[src/rtl/serial_subtractor.sv]
// Digit-serial subtractor: recovers diff = sum - a, DIGIT bits per cycle.
// Optional SERIAL_SUB_ERRCNT_EN adds a saturating borrow/overflow result counter.
module serial_subtractor #(
  parameter int WIDTH = 16,
  parameter int DIGIT = 4
) (
  input  logic             clk,
  input  logic             rst,
  input  logic             in_valid,
  output logic             in_ready,
  input  logic [WIDTH:0]   sum,
  input  logic [WIDTH-1:0] a,
  output logic             out_valid,
  input  logic             out_ready,
  output logic [WIDTH-1:0] diff,
  output logic             borrow,
  output logic             ovf
`ifdef SERIAL_SUB_ERRCNT_EN
  ,
  input  logic             err_clr,
  output logic [15:0]      err_cnt
`endif
);

  localparam int W1   = WIDTH + 1;
  localparam int NDIG = (W1 + DIGIT - 1) / DIGIT;
  localparam int PW   = NDIG * DIGIT;
  localparam int DW   = DIGIT + 1;
  localparam int CW   = (NDIG > 1) ? $clog2(NDIG) : 1;

  typedef enum logic [1:0] {
    IDLE,
    CALC,
    DONE
  } state_t;

  state_t state_q, state_d;

  logic [PW-1:0] sum_q;
  logic [PW-1:0] a_q;
  logic [PW-1:0] res_q;
  logic [PW-1:0] res_nx;
  logic [PW-1:0] dext;
  logic [CW-1:0] cnt_q;
  logic          br_q;
  logic [DW-1:0] dsub;
  logic          last;
  logic          accept;

  // Operands shift right so the active digit is always at bit 0.
  always_comb begin
    dsub = {1'b0, sum_q[DIGIT-1:0]}
         - {1'b0, a_q[DIGIT-1:0]}
         - DW'(br_q);
    dext = '0;
    dext[DIGIT-1:0] = dsub[DIGIT-1:0];
    res_nx = res_q | (dext << (DIGIT * int'(cnt_q)));
  end

  assign last   = (cnt_q == CW'(NDIG - 1));
  assign accept = (state_q == IDLE) && in_valid;

  always_comb begin
    state_d   = state_q;
    in_ready  = 1'b0;
    out_valid = 1'b0;
    unique case (state_q)
      IDLE: begin
        in_ready = 1'b1;
        if (in_valid) state_d = CALC;
      end
      CALC: begin
        if (last) state_d = DONE;
      end
      DONE: begin
        out_valid = 1'b1;
        if (out_ready) state_d = IDLE;
      end
      default: state_d = IDLE;
    endcase
  end

  always_ff @(posedge clk) begin
    if (rst) begin
      state_q <= IDLE;
    end else begin
      state_q <= state_d;
    end
  end

  always_ff @(posedge clk) begin
    if (rst) begin
      sum_q  <= '0;
      a_q    <= '0;
      res_q  <= '0;
      cnt_q  <= '0;
      br_q   <= 1'b0;
      diff   <= '0;
      borrow <= 1'b0;
      ovf    <= 1'b0;
    end else if (accept) begin
      sum_q <= PW'(sum);
      a_q   <= PW'(a);
      res_q <= '0;
      cnt_q <= '0;
      br_q  <= 1'b0;
    end else if (state_q == CALC) begin
      sum_q <= sum_q >> DIGIT;
      a_q   <= a_q >> DIGIT;
      res_q <= res_nx;
      cnt_q <= cnt_q + CW'(1);
      br_q  <= dsub[DIGIT];
      if (last) begin
        diff   <= res_nx[WIDTH-1:0];
        borrow <= dsub[DIGIT];
        ovf    <= res_nx[WIDTH] & ~dsub[DIGIT];
      end
    end
  end

`ifdef SERIAL_SUB_ERRCNT_EN
  // Clear beats a same-cycle increment.
  always_ff @(posedge clk) begin
    if (rst) begin
      err_cnt <= '0;
    end else if (err_clr) begin
      err_cnt <= '0;
    end else if (state_q == DONE && out_ready
                 && (borrow || ovf)
                 && err_cnt != 16'hFFFF) begin
      err_cnt <= err_cnt + 16'd1;
    end
  end
`endif

endmodule

[config.mk]
export PLATFORM = sky130hd
export DESIGN_NAME = serial_subtractor
export DESIGN_NICKNAME = d
export VERILOG_FILES = /design/src/rtl/serial_subtractor.sv
export SDC_FILE = /design/constraint.sdc
export NUM_CORES = 1
export LEC_CHECK = 0
export CORE_ASPECT_RATIO = 1.25
export CORE_MARGIN = 2
export CORE_UTILIZATION = 40
export CTS_CLUSTER_DIAMETER = 60
export DETAILED_ROUTE_END_ITERATION = 7
export SLEW_MARGIN = 20
export SYNTH_ARGS = -nofsm -noshare
export SYNTH_HDL_FRONTEND = slang
export SYNTH_SLANG_ARGS = --single-unit
[constraint.sdc]
create_clock -name clk -period 2.53 [get_ports clk]
set_clock_uncertainty 0.1 [all_clocks]
set_input_delay 0.253 -clock clk [delete_from_list [all_inputs] [get_ports clk]]
set_output_delay 0.253 -clock clk [all_outputs]
set_load 0.02 [all_outputs]
Word-level counts from Yosys, hierarchy flattened
Index checks and enable logic that the tools add are counted.

Muxes and demuxes: 10. Bitwise gates (word level): 4. $add $sub $neg: 3. Shifts and indexed selects: 1. Equal/unequal tests: 6. Reductions and logical operators: 6.

Operator list (number): 2-to-1 mux 17 bit (2); 2-to-1 mux 16 bit (2); OR 20 bit (1); left shift 4 x 5 -> 20 bit (1); 2-to-1 mux 2 bit (3); inequality test 2 bit, second input constant (3); one-hot mux 2 bit (3 select lines) (1); AND reduction 3 bit (2); subtractor 4 x 4 -> 5 bit (1); subtractor 5 x 1 -> 5 bit (1); adder 3 x 1 -> 3 bit, second input constant (1); equality test 3 bit, second input constant (1); equality test 2 x 1 -> 1 bit, second input constant (1); equality test 2 bit, second input constant (1); logical NOT 2 bit (1); 2-to-1 mux 1 bit (2); NOT 1 bit (2); nonzero test 2 bit (1); OR reduction 2 bit (1); AND 1 bit (1); logical AND 1 bit (1).

Logic and storage cells: 39. Input port bits: 37. Output and inout bits: 20. Flip-flop bits (word level): 77.

Logic depth before layout (Yosys ltp)
Depth after elaboration: 5. Gate-level depth with buffers: 8. Mapped depth without buffers: 8.

Worst setup path before layout
OpenSTA, ideal clock, no wires.

Path type: flip-flop to flip-flop. From: register a_q[0]. To: register ovf. Library setup time: 117 ps. Buffers on the path: 0. Arrival: 1861 ps. Clock period less this slack: 2078 ps. Stages on the path, launching flop included: 9. Setup slack: 452 ps. Data required time: 2313 ps. Cell sequence: dfxtp_1 inv_1 fa_1 inv_1 ha_1 o21a_1 o21ai_0 a2bb2oi_1 a32o_1.

Cells in the longest elaborated chain, start to end: 5. Elaborated cells between the ends (all ways): 6. Classes of those cells: add/sub (2); shift (1); bitwise (3).

RTL lines: from (decl) (RTL line 40) `logic [PW-1:0] a_q;`; from (signal assigned) (RTL line 103) `a_q <= PW'(a);`; from (signal assigned) (RTL line 109) `a_q <= a_q >> DIGIT;`; subtractor 4 x 4 -> 5 bit (*) (RTL line 53) `- {1'b0, a_q[DIGIT-1:0]}`; subtractor 5 x 1 -> 5 bit (*) (RTL line 54) `- DW'(br_q);`; left shift 4 x 5 -> 20 bit (RTL line 57) `res_nx = res_q | (dext << (DIGIT * int'(cnt_q)));`; OR 20 bit (RTL line 57); AND 1 bit (*) (RTL line 116) `ovf <= res_nx[WIDTH] & ~dsub[DIGIT];`; to (signal assigned) (RTL line 116); to (decl) (RTL line 17) `output logic ovf`.

Every way passes the cells marked *; elsewhere a longest branch is shown, timed or not. A chain may end at the register's enable or synchronous reset.

Worst setup path after layout
From: register a_q[0]. To: register br_q.

Cells in the longest elaborated chain, start to end: 2.

RTL lines: subtractor 4 x 4 -> 5 bit (RTL line 53); subtractor 5 x 1 -> 5 bit (RTL line 54); to (signal assigned) (RTL line 112) `br_q <= dsub[DIGIT];`; to (decl) (RTL line 45) `logic br_q;`.

No other way between the ends.

==> reports/metrics.csv <==
stage;metric;value;unit
worst_setup_path;Setup CP Type;flip-flop to flip-flop;
placement;DP Cell Count;484;
synth;post-synthesis sequential area ratio;47.92;%
layout;fin nets;449;
route;initial DRC count;118;
timing;Max Transition Viols Final;0;
route;total vias in the final route;2564;
layout;final core occ;52.69;%
timing;Setup TNS Final;0;ps
timing;worst-margin pin slew;584.9;ps
timing;Slew HR;60.92;%
floorplanning;Site Rows;35;
synth;cell with the most instances after synthesis;nand2_1;
timing;Hold Vio Cnt, Final;0;
route;first drt pass iteration count;4;
placement;GP Congestion;0.8022;
global_routing;largest net degree at the start of global routing;37;
power_and_ir_drop;P per Cell Area;708.8;nW/um2
global_routing;vias in the first global route;2399;
worst_setup_path;Worst Path Required;2640;ps
route;post-route ant nets;0;
cts;CTS Hold Bufs;0;
floorplanning;DIE AREA;8453;um2
placement;dpl ws;274.3;ps
job;Max Cap Viol;0;
layout;ant diodes;0;
worst_setup_path;crit path launch type;flip-flop;
layout;Cell Count, Final, Fillers Out;500;
cts;Setup Fix Bufs, Post-CTS;0;
timing;Setup-failing EPs final;0;
placement;hpwl dp;4475;um
placement;Port Buffers;56;
synth;EDFF count, synth;0;
timing;worst setup margin;241.1;ps
global_routing;first-pass GRT wire length;11100;um
floorplanning;Core Region;7445;um2
cts;CTS buffer count;9;
cts;clock sinks;74;
synth;share of flip-flops with an asynchronous set or reset;0;%
worst_setup_path;Crit. End Element;flip-flop;
worst_setup_path;Worst Path Max Fanout;4;
synth;Synth area leader;dfxtp_1;
synth;Syn Nets;398;
route;DRC;0;
synth;top area cells in the synthesized netlist;dfxtp_1, a21oi_1, nand2_1, a22oi_1, ha_1;
layout;Area Growth Syn to Fin;26.87;%
cts;CTS tree;built;
synth;Post-Syn Instances;352;
synth;Post-synth top flop;dfxtp_1;
power_and_ir_drop;Static Leak;0.001409;uW
synth;Synth cell types;42;
global_routing;total track usage;17.20;%
cts;worst skew pair latency;340;ps
synth;Mapped Area;3092;um2
outcome;outcome;complete, no violations;
power_and_ir_drop;peak supply drop;0.3764;mV
cts;Root Driver;clkbuf_8;
synth;syn avg cell area;8.783;um2
timing;Tmin final;2289;ps
cts;H-tree depth;3;
global_routing;initial antenna violation count;0;
timing;crit share post-route;90.47;%
floorplanning;initial core utilization;41.53;%
cts;Clock Tree Buf Depth;2;
synth;YS warnings;0;
timing;RSZ-0062 raised after global routing;false;
floorplanning;die width;82.64;um
cts;post_cts resized;0;
synth;Post-synth top cells;nand2_1, dfxtp_1, a21oi_1;
floorplanning;num ports;57;
route;post-DR vias/cell;5.128;
layout;layout cell share with drive strength beyond 1;9.069;%
synth;share of the synthesized area in the top cell type;47.92;%
floorplanning;die height;102.3;um
hold_path;worst hold path type;input port to flip-flop;
cts;clk slew on worst S/H paths;80;ps
global_routing;GRT overflow;0;
synth;Seq cells post-synth;74;
timing;maximum clock frequency;0.4369;GHz
route;routed len/inst;13.32;um
route;Routed WL;6662;um
worst_setup_path;Arr. time, crit path;2400;ps
per-layer routing:
layer,global-route usage (%),vias to the layer above,wire length (um)
met4,8.575,0,160
li1,-,1316,-
met2,28.72,66,3240
met3,3.887,14,308
met5,0,-,0
met1,20.54,1168,2952
power by group:
group	leakage (uW)	internal (uW)	switching (uW)	total, uW
Clock	0.000134	781	429	1210
Combinational	0.000673	145	189	334
Sequential	0.000602	1210	26.3	1240
Total	0.00141	2140	645	2780
stage by stage:
stage,instance area [um2],hold slack [ps],total power (uW)
global route,3923,249.9,2891
detailed placement,3656,338.7,1597
global placement,3656,337.7,1593
floorplan,3092,289.0,1493
CTS,3923,209.2,2806
finish,3923,225.9,2780
worst max-delay path: stages (launching register included):
cell and delay (ps):
dfxtp_1 330, inv_1 60, fa_1 530, inv_1 50
ha_1 170, o21a_1 210, nor4b_1 280, a2bb2oi_1 320
a21oi_1 110
cell type report:
| type | instances | area, um2 |
|---|---|---|
| Fill cell | 725 | 3522 |
| Sequential cell | 74 | 1481 |
| Multi-Input combinational cell | 246 | 1413 |
| Timing Repair Buffer | 61 | 605.6 |
| Clock buffer | 11 | 141.4 |
| Clock inverter | 5 | 125.1 |
| Tap cell | 92 | 115.1 |
| Inverter | 11 | 41.29 |
cells in the final DEF, fill, tap and decap left out, types with 2 or more instances in the layout:
cell type | netlist | layout
nor3_1 | 4 | 4
o21ai_0 | 8 | 8
ha_1 | 8 | 8
and2_1 | 2 | 2
a21oi_1 | 58 | 58
a22oi_1 | 24 | 24
inv_1 | 11 | 11
a21oi_2 | 3 | 3
bufinv_16 | 0 | 4
nand2b_1 | 3 | 3
xor2_1 | 4 | 4
nand3_1 | 8 | 8
o41ai_1 | 2 | 2
or3_1 | 2 | 2
dfxtp_1 | 74 | 74
nand2_1 | 77 | 77
clkdlybuf4s50_1 | 0 | 55
nor2_1 | 20 | 20
buf_4 | 4 | 4
o21ai_1 | 2 | 2
clkbuf_8 | 0 | 10
cells by family (layout without fill, tap and decap cells):
logic type | after synthesis | count (layout) | synth area share [%]
simple gates | 129 | 129 | 20.07
xor+xnor | 4 | 4 | 1.133
fa+ha+maj | 9 | 9 | 3.885
buf+inv | 32 | 88 | 6.475
compound gates | 104 | 104 | 20.52
flops | 74 | 74 | 47.92
final timing paths:
kind             start          to  slack (ps)  depth (start not counted)
max             a_q[0]        br_q         240                          8
min                rst  state_q[0]         230                          2
max reg2reg     a_q[0]        br_q         240                          8
min reg2reg  res_q[14]   res_q[14]         350                          2
registers in the layout (all words and copies together) (netlist names), 2 cells and up:
signal and cells:
a_q 16, res_q 17, sum_q 17, diff 16
state_q 2, cnt_q 3
Power figures use the tool's default switching activity.
